**config.mk**
```make
export PLATFORM = sky130hd
export DESIGN_NAME = motion_sequencer
export DESIGN_NICKNAME = d
export VERILOG_FILES = /design/src/rtl/motion_sequencer.sv
export SDC_FILE = /design/constraint.sdc
export NUM_CORES = 1
export LEC_CHECK = 0
export CORE_MARGIN = 8
export CORE_UTILIZATION = 50
export CTS_CLUSTER_SIZE = 40
export DETAILED_ROUTE_END_ITERATION = 10
export PLACE_DENSITY = 0.73
export SLEW_MARGIN = 20
export SYNTH_ARGS = -nofsm -noshare
export SYNTH_HDL_FRONTEND = slang
export SYNTH_SLANG_ARGS = --single-unit
```
**constraint.sdc**
```tcl
create_clock -name CLK -period 3.4 [get_ports CLK]
set_input_delay 0.68 -clock CLK [delete_from_list [all_inputs] [get_ports CLK]]
set_output_delay 0.68 -clock CLK [all_outputs]
set_load 0.005 [all_outputs]
```
**src/rtl/motion_sequencer.sv**
```systemverilog
// Servo pose sequencer: fetches motion words from ROM, ramps three angle codes per frame and holds each pose.
// Targets are latched 3 cycles after START or STEP_PULSE. SEQ_SLEW_EN enables per-frame slew limiting; otherwise LOAD jumps to the target.
module motion_sequencer #(
    parameter int          ADDR_W     = 8,
    parameter int          STEP_MAX   = 4,
    parameter logic [7:0]  HOME_ANGLE = 8'd90
) (
    input  logic              CLK,
    input  logic              RST_N,
    input  logic              START,
    input  logic              STOP,
    input  logic              LOOP,
    input  logic              FRAME_TICK,
    output logic [ADDR_W-1:0] ROM_ADDR,
    input  logic [31:0]       ROM_DATA,
    output logic [7:0]        ANG1,
    output logic [7:0]        ANG2,
    output logic [7:0]        ANG3,
    output logic              BUSY,
    output logic              DONE,
    output logic              STEP_PULSE
);

    typedef enum logic [2:0] {
        S_IDLE, S_FETCH, S_WAIT, S_LOAD, S_MOVE, S_HOLD, S_DONE
    } state_t;

    localparam logic [7:0] STEP_C = 8'(STEP_MAX);

    state_t              state_q, state_d;
    logic [ADDR_W-1:0]   addr_q, addr_d;
    logic [7:0]          ang1_q, ang1_d, ang2_q, ang2_d, ang3_q, ang3_d;
    logic [7:0]          tgt1_q, tgt1_d, tgt2_q, tgt2_d, tgt3_q, tgt3_d;
    logic [7:0]          hold_q, hold_d;
    logic                pulse_q, pulse_d;
    logic                at_tgt;

    // Move one angle code toward its target by at most STEP_C, never overshooting.
    function automatic logic [7:0] slew(input logic [7:0] cur, input logic [7:0] tgt);
        logic [7:0] diff;
        if (tgt >= cur) begin
            diff = tgt - cur;
            return (diff > STEP_C) ? cur + STEP_C : tgt;
        end
        diff = cur - tgt;
        return (diff > STEP_C) ? cur - STEP_C : tgt;
    endfunction

    assign at_tgt = (ang1_q == tgt1_q) && (ang2_q == tgt2_q) && (ang3_q == tgt3_q);

    always_comb begin
        state_d = state_q;
        addr_d  = addr_q;
        ang1_d  = ang1_q;
        ang2_d  = ang2_q;
        ang3_d  = ang3_q;
        tgt1_d  = tgt1_q;
        tgt2_d  = tgt2_q;
        tgt3_d  = tgt3_q;
        hold_d  = hold_q;
        pulse_d = 1'b0;
        if (STOP) begin
            state_d = S_IDLE;
            addr_d  = '0;
            hold_d  = 8'd0;
        end else begin
            case (state_q)
                S_IDLE, S_DONE: begin
                    if (START) begin
                        addr_d  = '0;
                        state_d = S_FETCH;
                    end
                end
                S_FETCH: state_d = S_WAIT;
                S_WAIT:  state_d = S_LOAD;
                S_LOAD: begin
                    if (ROM_DATA[7:0] == 8'd0) begin
                        if (LOOP) begin
                            addr_d  = '0;
                            state_d = S_FETCH;
                        end else begin
                            state_d = S_DONE;
                        end
                    end else begin
                        tgt1_d  = ROM_DATA[31:24];
                        tgt2_d  = ROM_DATA[23:16];
                        tgt3_d  = ROM_DATA[15:8];
                        hold_d  = ROM_DATA[7:0];
                        state_d = S_MOVE;
`ifdef SEQ_SLEW_EN
                        // angles ramp toward the new targets in MOVE
`else
                        ang1_d  = ROM_DATA[31:24];
                        ang2_d  = ROM_DATA[23:16];
                        ang3_d  = ROM_DATA[15:8];
`endif
                    end
                end
                S_MOVE: begin
                    // Arrival check takes priority so a tick in that cycle is not spent.
                    if (at_tgt) begin
                        state_d = S_HOLD;
                    end else if (FRAME_TICK) begin
                        ang1_d = slew(ang1_q, tgt1_q);
                        ang2_d = slew(ang2_q, tgt2_q);
                        ang3_d = slew(ang3_q, tgt3_q);
                    end
                end
                S_HOLD: begin
                    if (FRAME_TICK) begin
                        hold_d = hold_q - 8'd1;
                        if (hold_q == 8'd1) begin
                            pulse_d = 1'b1;
                            addr_d  = addr_q + ADDR_W'(1);
                            state_d = S_FETCH;
                        end
                    end
                end
                default: state_d = S_IDLE;
            endcase
        end
    end

    always_ff @(posedge CLK) begin
        if (!RST_N) begin
            state_q <= S_IDLE;
            addr_q  <= '0;
            ang1_q  <= HOME_ANGLE;
            ang2_q  <= HOME_ANGLE;
            ang3_q  <= HOME_ANGLE;
            tgt1_q  <= HOME_ANGLE;
            tgt2_q  <= HOME_ANGLE;
            tgt3_q  <= HOME_ANGLE;
            hold_q  <= 8'd0;
            pulse_q <= 1'b0;
        end else begin
            state_q <= state_d;
            addr_q  <= addr_d;
            ang1_q  <= ang1_d;
            ang2_q  <= ang2_d;
            ang3_q  <= ang3_d;
            tgt1_q  <= tgt1_d;
            tgt2_q  <= tgt2_d;
            tgt3_q  <= tgt3_d;
            hold_q  <= hold_d;
            pulse_q <= pulse_d;
        end
    end

    assign ROM_ADDR   = addr_q;
    assign ANG1       = ang1_q;
    assign ANG2       = ang2_q;
    assign ANG3       = ang3_q;
    assign BUSY       = (state_q != S_IDLE) && (state_q != S_DONE);
    assign DONE       = (state_q == S_DONE);
    assign STEP_PULSE = pulse_q;

endmodule

```
==> summary.txt <==
Drt
  • DRC viols: 0
  • Vias/cell: 6.09
  • Mean routed wirelength per cell: 17.5 um
  • Number of DRC markers in iteration 0: 553
  • Met1 Wirelength: 7710 um
  • Routed WL: 17,600 um
  • Met3 Wirelength: 1080 um
  • DRT Pass-1 Iters: 5
  • Antenna viol nets, final: 0
  • Top layer in use: met4
  • Metal2 WL: 8570 um
  • Total number of vias: 6,131

Clocking
  • CTS tree: yes
  • Num CTS Buffers: 9
  • Clock latency on the worst-skew pair: 330 ps
  • Post-CTS Setup Repair Bufs: 0
  • CTS sink count: 68
  • Clk root buf: clkbuf_16
  • Clock Path Buffers: 2
  • Reg clk slew, reported paths: 60 ps
  • H-tree levels: 3
  • Post-CTS Hold Fix Bufs: 0

Worst setup path
  • Setup Crit Path Kind: flop to flop
  • Req. time, crit path: 3680 ps
  • Reg-to-reg endpoint: ANG3[6]
  • Crit Path Max Fanout: 9
  • Startpoint types: flop
  • Critical Path End: ANG3[6]
  • Worst R2R Setup Slack: 180 ps
  • R2R Path Start: ANG3[2]
  • CP Capture Type: flop
  • Worst setup path start: ANG3[2]
  • CP arrival: 3500 ps
  • Reg2reg path depth: 10

Logic synthesis
  • EDFF count, synth: 0
  • Flip-flop and latch count after synthesis: 68
  • Synthesized cell area: 5910 um^2
  • Synth warnings: 0
  • Post-Syn Instances: 785
  • Asr flop ratio synth: 0
  • Count of cell types in the netlist: 74
  • Average size of a mapped cell: 7.53 um^2
  • Syn_nets: 880
  • Seq/Total Area, Yosys: 0.230
  • Main synth FF type: dfxtp_1

Placed design
  • Dpl cell area: 6860 um^2
  • I/O Buffers: 72
  • GPL Wtd Cong: 0.930
  • Dpl cells: 991
  • Dpl hpwl: 13,200 um

STA
  • Maximum clock rate: 311 MHz
  • RSZ-0062 raised after global routing: no
  • Min Tclk post-route: 3220 ps
  • Max Clock Skew: 6.47 ps
  • Hold Fails Final Rpt: 0
  • Slew margin rel.: 0.378
  • Post-route clock period utilization: 0.947
  • Final Setup Violations: 0
  • Total negative slack: 0 ps
  • Pins Over Slew Limit: 0
  • Worst-margin pin slew: 931 ps

Pwr
  • Peak VDD IR: 0.217 mV
  • Leak: 3.01 nW
  • PD cells: 278 nW/um^2

Die
  • Placeable Area: 11,500 um^2
  • Starting Density: 0.515
  • I/O Pins: 73
  • Total Die Area: 15,600 um^2
  • Die X: 125 um
  • FP Rows: 39
  • Die Y: 125 um

Global routing
  • Largest net degree at the start of global routing: 27
  • First-pass GRT wire length: 29,000 um
  • Vias in the first global route: 5,854
  • Total track usage: 0.218
  • Gr ovfl total: 0
  • Initial antenna violation count: 0

Cells and area
  • Commonest non-fill, non-tap cell in the layout: nand2_1
  • Fin cells: 1,006
  • Diode count: 0
  • Area taken by multi-input logic gates: 4200 um^2
  • Layout area overhead: 22.5%
  • Register area: 1360 um^2
  • Layout cells sized above 1: 0.0834
  • Leading cell types in the layout, fill and taps excluded: nand2_1, clkdlybuf4s50_1, nor2_1
  • FILL cells: 982
  • Post-route cell area: 7240 um^2
  • Final #Nets: 954
  • Fin util: 0.631

Outcome
  • Status: complete, no violations

Worst hold path
  • HP Class: flop to flop

Run
  • Max cap viols: 0
==> per-stage QoR <==
step                hold WS [ps]  setup slack [ps]  total power, mW
floorplan                    449               415            0.886
global placement             475               186            0.959
detailed placement           480               128            0.960
CTS                          496              85.6             2.02
global route                 510              44.2             2.07
finish                       495               181             2.01
==> synthesized netlist by cell type, types with 18 or more instances <==
cell | n | area share
clkbuf_1 | 28 | 0.018
inv_1 | 60 | 0.038
a21oi_1 | 58 | 0.049
nor3_1 | 20 | 0.017
o21ai_0 | 42 | 0.036
nand2_1 | 86 | 0.055
dfxtp_1 | 68 | 0.23
nor2_1 | 70 | 0.044
ha_1 | 54 | 0.11
nand3_1 | 28 | 0.024
nand2b_1 | 18 | 0.019
xnor2_1 | 18 | 0.027
==> worst max-delay path: stages (launching register included) <==
cell       delay (ps)
dfxtp_1           460
inv_1             140
ha_1              430
nor2b_4           180
o21a_4            210
a2111oi_4         320
a21oi_1           110
or4_4             550
mux2_4            350
o2111ai_1         240
a221o_1           180
==> where the power goes <==
group / internal [mW] / switching [mW]
registers: 0.799 / 0.00415
clock network: 0.713 / 0.352
logic: 0.0722 / 0.0708
total: 1.58 / 0.427
==> area by class of cell <==
| class | instances | share of cell area |
|---|---|---|
| clock buffer | 9 | 0.0311 |
| clock inverter | 6 | 0.0157 |
| inverter | 60 | 0.0311 |
| multi-input combinational | 620 | 0.580 |
| sequential | 68 | 0.188 |
| tap | 143 | 0.0247 |
| timing repair buffer | 100 | 0.129 |
==> flip-flops by register name, summed over array words and instances, names as in the netlist <==
name and flops:
ANG3 8, hold_q 8, tgt1_q 8, ANG2 8
ANG1 8, ROM_ADDR 8, STEP_PULSE 1, state_q 3
tgt2_q 8, tgt3_q 8
==> how the worst min path moves through the flow <==
stage | start | to | slack, ps | cells after the start
6_report | tgt2_q[7] | tgt2_q[7] | 500 | 2
5_1_grt | tgt2_q[7] | tgt2_q[7] | 510 | 2
3_3_place_gp | tgt1_q[7] | tgt1_q[7] | 470 | 2
3_5_place_dp | tgt2_q[7] | tgt2_q[7] | 480 | 2
2_1_floorplan | tgt1_q[7] | tgt1_q[7] | 450 | 2
4_1_cts | tgt3_q[0] | tgt3_q[0] | 500 | 2
==> metal layers <==
metal  vias to the layer above  GRT usage
met5                         -          0
met3                        19     0.0383
li1                       2981          -
met4                         0     0.0574
met2                       207      0.370
met1                      2924      0.277
==> kinds of logic (layout without fill, tap and decap cells) <==
logic type	count (synthesis)	count (layout)	share of synthesized area
AND/OR/NAND/NOR	279	279	0.226
AO/OA/AOI/OAI	235	235	0.275
buffers and inverters	97	175	0.0661
flip-flops	68	68	0.230
adder cells (fa/ha/maj)	57	57	0.124
XOR/XNOR	32	32	0.0474
multiplexers	17	17	0.0303
==> what timing repair did <==
item,in CTS,in global routing
endpoints found under the setup margin,0,22
gates resized for setup,0,6
endpoints found under the hold margin,0,0
Power figures use the tool's default switching activity.
==> patch 1, RTL diff (same flow settings) <==
Change the parameter `HOME_ANGLE` from 8'd90 to 8'd67.
--- a/src/rtl/motion_sequencer.sv
+++ b/src/rtl/motion_sequencer.sv
@@ -5,3 +5,3 @@
     parameter int          STEP_MAX   = 4,
-    parameter logic [7:0]  HOME_ANGLE = 8'd90
+    parameter logic [7:0]  HOME_ANGLE = 8'd67
 ) (
Formal check against the unedited RTL: not equivalent (Yosys sat finds a counterexample within 4 cycles, from zero or initial values and one cycle with RST_N low).
==> patch 1 against the unedited design <==
- synthesized cell count rose by 1.4%
- wire length is 1.5% lower
- sequential share of layout area rose by 0.28 points
- worst setup slack better by 47 ps
- non-clock buffer count down 3
- highest routed layer unchanged
- critical endpoint is now ANG3[4]
- area after synthesis shrank 0.72%
- sequential cell count unchanged
- cell area down 1.6%
- combinational power up 26%
- power decreased by 4.2%
- die area fell by 0.63%
==> patch 1: results (changes against the unedited design) <==
stage,metric,value,unit,change
yosys,synth_fa_ha_area_share,12.5,%,+0.090 points
placed_design,postPlaceCellArea,6810,um^2,-0.71%
drt,routed_via_density,6.02,,-1.2%
yosys,synth_fp_nets,891,,+1.3%
sta,clock.fmax,0.315,GHz,+1.5%
yosys,synthTopCellsByArea,"dfxtp_1 23%, ha_1 12%, nand2_1 6.9%",,
setup_path,r2r-start,ANG3[5],,
setup_path,rr_worst_depth,11,,+1
final_layout,regArea,1360,um^2,about the same
power_and_ir_drop,p_clk,0.000941,W,-11%
drt,initialDrtViolationCount,506,,-8.5%
final_layout,nets,960,,+0.63%
final_layout,n_fill_cell,1029,,+4.8%
setup_path,cpPeakStageDelay,520,ps,-30 ps
placed_design,hpwlAfterDp,13000,um,-1.3%
yosys,synthXorXnorAreaFrac,3.13,%,-1.6 points
global_route,track_usage,21.3,%,-0.55 points
drt,wl_met1,7800,um,+1.2%
final_layout,drive_above_1_share,6.90,%,-1.4 points
placed_design,dp_slack,206,ps,+78.2 ps
setup_path,worstReg2RegEnd,ANG3[4],,
power_and_ir_drop,power_frac_seq,41.8,%,+1.8 points
drt,wl,17300,um,-1.5%
yosys,synthDistinctLibCells,68,,-8.1%
yosys,syn_avg_cell_area,7.37,um^2,-2.1%
drt,wl_met3,1010,um,-6.9%
power_and_ir_drop,vdd_drop_max,0.198,mV,-9.1%
hold_path,worstHoldStart,tgt1_q[3],,
global_route,grt_pass1_wl,28300,um,-2.1%
status,outcome,"complete, no violations",,
global_route,grt_pass1_vias,5906,,+0.89%
setup_path,rrSetupSlack,230,ps,+50 ps
drt,wl_per_cell,17.1,um,-2.2%
setup_path,critical_path.max_fanout,8,,-1
global_route,grt_max_degree,33,,+22%
power_and_ir_drop,internal_power,0.00146,W,-7.8%
sta,worst_slew_pin_slew,1030,ps,+94.3 ps
sta,holdWs,498,ps,+3.07 ps
sta,finClkSkew,11.7,ps,+5.19 ps
yosys,muxShareOfSynthArea,2.50,%,-0.53 points
power_and_ir_drop,powerDensity,270,nW/um^2,-2.7%
power_and_ir_drop,power.leakage,2.94,nW,-2.5%
setup_path,cpMaxStageDelayCell,dfxtp_1,,
==> patch 1: cell types whose count changed in the layout (fill, tap and decap cells not counted), moves of 8 or more <==
cell / unedited run / this run
a21boi_0: 1 / 19
a21oi_1: 58 / 50
inv_1: 60 / 70
nand2_1: 86 / 108
nand2b_1: 18 / 8
nand3_1: 28 / 18
o211ai_1: 14 / 23
xnor2_1: 18 / 9
==> patch 1: worst register-to-register path, delay by kind of cell, from the launching register on <==
kind / cells / cell delay, ps
AO/OA/AOI/OAI: 5 / 810
adder cells (fa/ha/maj): 1 / 430
buffers and inverters: 2 / 340
flip-flops: 1 / 520
multiplexers: 1 / 500
AND/OR/NAND/NOR: 2 / 430
==> patch 1: cells by family (layout without fill, tap and decap cells) <==
family | after synthesis | count (layout)
muxes | 14 | 14
AOI/OAI and AO/OA | 248 | 248
adders and majority gates | 57 | 57
DFF | 68 | 68
xor gates and xnor gates | 21 | 21
buffers and inverters | 109 | 183
and+or+nand+nor | 279 | 279
==> patch 1: cell type report <==
type,count,share of cell area (%)
Multi-Input combinational cell,619,57.6
Sequential cell,68,19.1
Timing Repair Buffer,97,12.9
Inverter,70,3.69
Clock buffer,9,3.16
Tap cell,143,2.51
Clock inverter,7,1.05
==> patch 1: worst max path at each step <==
stage	startpoint	to	cells after the start
finish	ANG3[5]	ANG3[4]	11
CTS	ANG3[5]	ANG3[3]	11
floorplan	ANG2[4]	ANG2[4]	13
global placement	ANG1[1]	ANG1[6]	12
detailed placement	ANG3[5]	ANG3[3]	11
global route	ANG1[5]	ANG1[6]	10
==> patch 1: routing by layer <==
layer	vias to the layer above	track usage, %
met2	207	34.4
met5	-	0
li1	2989	-
met4	0	9.50
met1	2863	26.7
met3	41	4.17
==> patch 2, RTL diff (same settings) <==
Without the edit above. Register the outputs `BUSY` and `DONE`, without a reset; this adds one clock of latency there. The other outputs are not delayed to match.
--- a/src/rtl/motion_sequencer.sv
+++ b/src/rtl/motion_sequencer.sv
@@ -153,4 +153,6 @@
     assign ANG3       = ang3_q;
-    assign BUSY       = (state_q != S_IDLE) && (state_q != S_DONE);
-    assign DONE       = (state_q == S_DONE);
+    always_ff @(posedge CLK) begin
+        BUSY <= (state_q != S_IDLE) && (state_q != S_DONE);
+        DONE <= (state_q == S_DONE);
+    end
     assign STEP_PULSE = pulse_q;
Formal check against the unedited RTL: not equivalent (a bounded check fails within 4 cycles, from zero or initial values and one cycle with RST_N low).
==> patch 2 against the unedited design <==
- power grew 4.4%
- area after synthesis shrank 0.89%
- worst setup slack gained 8.2 ps
- maximum frequency grew 0.26%
- global-route usage shrank 0.17 points
- clock power shrank 4%
- wire length shrank 0.93%
- cell count shrank 1.3%
- cell area shrank 1.2%
- sequential cell count grew 2
==> patch 2: results (changes against the unedited design) <==
stage,metric,value,unit,change
floorplan,start_util,51.3,%,-0.24 points
yosys,synthCells,769,,-2.0%
sta,worst_slew_pin_slew,893,ps,-38.7 ps
yosys,synthXorXnorAreaFrac,3.89,%,-0.85 points
yosys,yosys_most_used_dff,dfxtp_1,,
placed_design,dp.cells,977,,-1.4%
placed_design,dp_slack,140,ps,+11.9 ps
global_route,grt_pass1_wl,28400,um,-2.0%
power_and_ir_drop,vdd_drop_max,0.256,mV,+18%
global_route,grt_pass1_vias,5738,,-2.0%
placed_design,hpwlAfterDp,13400,um,+1.4%
yosys,ys_top_cells_by_count,"88 x nand2_1, 70 x a21oi_1, 70 x dfxtp_1, 67 x inv_1, 54 x ha_1",,
setup_path,critical_path.max_fanout,21,,+12
floorplan,die_area,15400,um^2,-0.78%
global_route,grt_max_degree,29,,+7.4%
drt,wl_per_cell,17.5,um,+0.36%
final_layout,drive_above_1_share,9.18,%,+0.83 points
yosys,synth_compound_area_share,28.8,%,+1.3 points
placed_design,gp_congestion,0.906,,-2.7%
yosys,synth_fa_ha_area_share,12.8,%,+0.30 points
global_route,track_usage,21.6,%,-0.17 points
drt,firstDrtPassIters,5,,unchanged
drt,initialDrtViolationCount,659,,+19%
power_and_ir_drop,power.leakage,2.94,nW,-2.5%
sta,finClkSkew,4.87,ps,-1.60 ps
yosys,muxShareOfSynthArea,1.62,%,-1.4 points
yosys,seq_area_frac_synth,23.9,%,+0.89 points
drt,vias,6082,,-0.80%
yosys,synthTopCellsByArea,"dfxtp_1 24%, ha_1 12%, a21oi_1 6.0%",,
setup_path,cp.arrival,3420,ps,-80 ps
final_layout,nets,940,,-1.5%
hold_path,worstHoldPathType,reg -> reg,,
yosys,synth_fp_nets,864,,-1.8%
clock_network,path_clk_slew,60,ps,about the same
yosys,yosys_warnings,0,,unchanged
drt,wl,17400,um,-0.93%
yosys,synthDistinctLibCells,76,,+2.7%
status,outcome,"complete, no violations",,
==> patch 2: where the power goes <==
part           switching, W  leakage, nW  internal (W)  total [W]
Clock              0.000380        0.152      0.000644    0.00102
Combinational      0.000131         2.22      0.000112   0.000243
Sequential       0.00000678        0.565      0.000826   0.000832
==> patch 2: final timing paths <==
kind                   from         to  slack (ps)  depth (start not counted)
setup / recovery    ANG2[4]    ANG3[4]         190                         10
hold / removal    tgt3_q[0]  tgt3_q[0]         490                          2
setup reg to reg    ANG2[4]    ANG3[4]         190                         10
hold reg to reg   tgt3_q[0]  tgt3_q[0]         490                          2
==> patch 2: critical path: stages (launching register included) <==
cell and delay, ps:
dfxtp_1 340, inv_1 90, ha_1 480, nand4_1 240, or4_1 610, o311ai_2 350
a21o_1 200, nor2_2 170, buf_12 220, a221oi_1 250, o21ai_0 120
==> patch 2: layout make-up <==
class,instances,area (um^2)
Clock buffer,9,225
Clock inverter,7,97.6
Fill cell,1062,4270
Inverter,68,255
Multi-Input combinational cell,596,4050
Sequential cell,70,1400
Tap cell,143,179
Timing Repair Buffer,100,943
==> patch 2: repair_timing <==
item                                    in CTS  in global routing
buffers inserted                             0                  0
gates resized for setup                      0                  6
endpoints found under the setup margin       0                 14
endpoints found under the hold margin        0                  0
hold buffers                                 0                  0
==> patch 2: metrics by stage <==
stage	total power [W]	cell area, um^2	setup TNS [ps]	util [%]
detailed placement	0.00109	6820	0	59.7
CTS	0.00211	7140	0	62.5
floorplan	0.000988	5860	0	-
finish	0.00210	7150	0	62.6
global route	0.00217	7150	-3.78	62.6
global placement	0.00108	6820	0	59.7
==> patch 2: metal layers <==
layer  share of wire [%]  GRT usage, %  wire [um]
met5                   0             0          0
met4                 1.7          6.73        296
met3                 6.0          3.79       1050
met2                  47          36.2       8250
met1                  45          27.5       7800
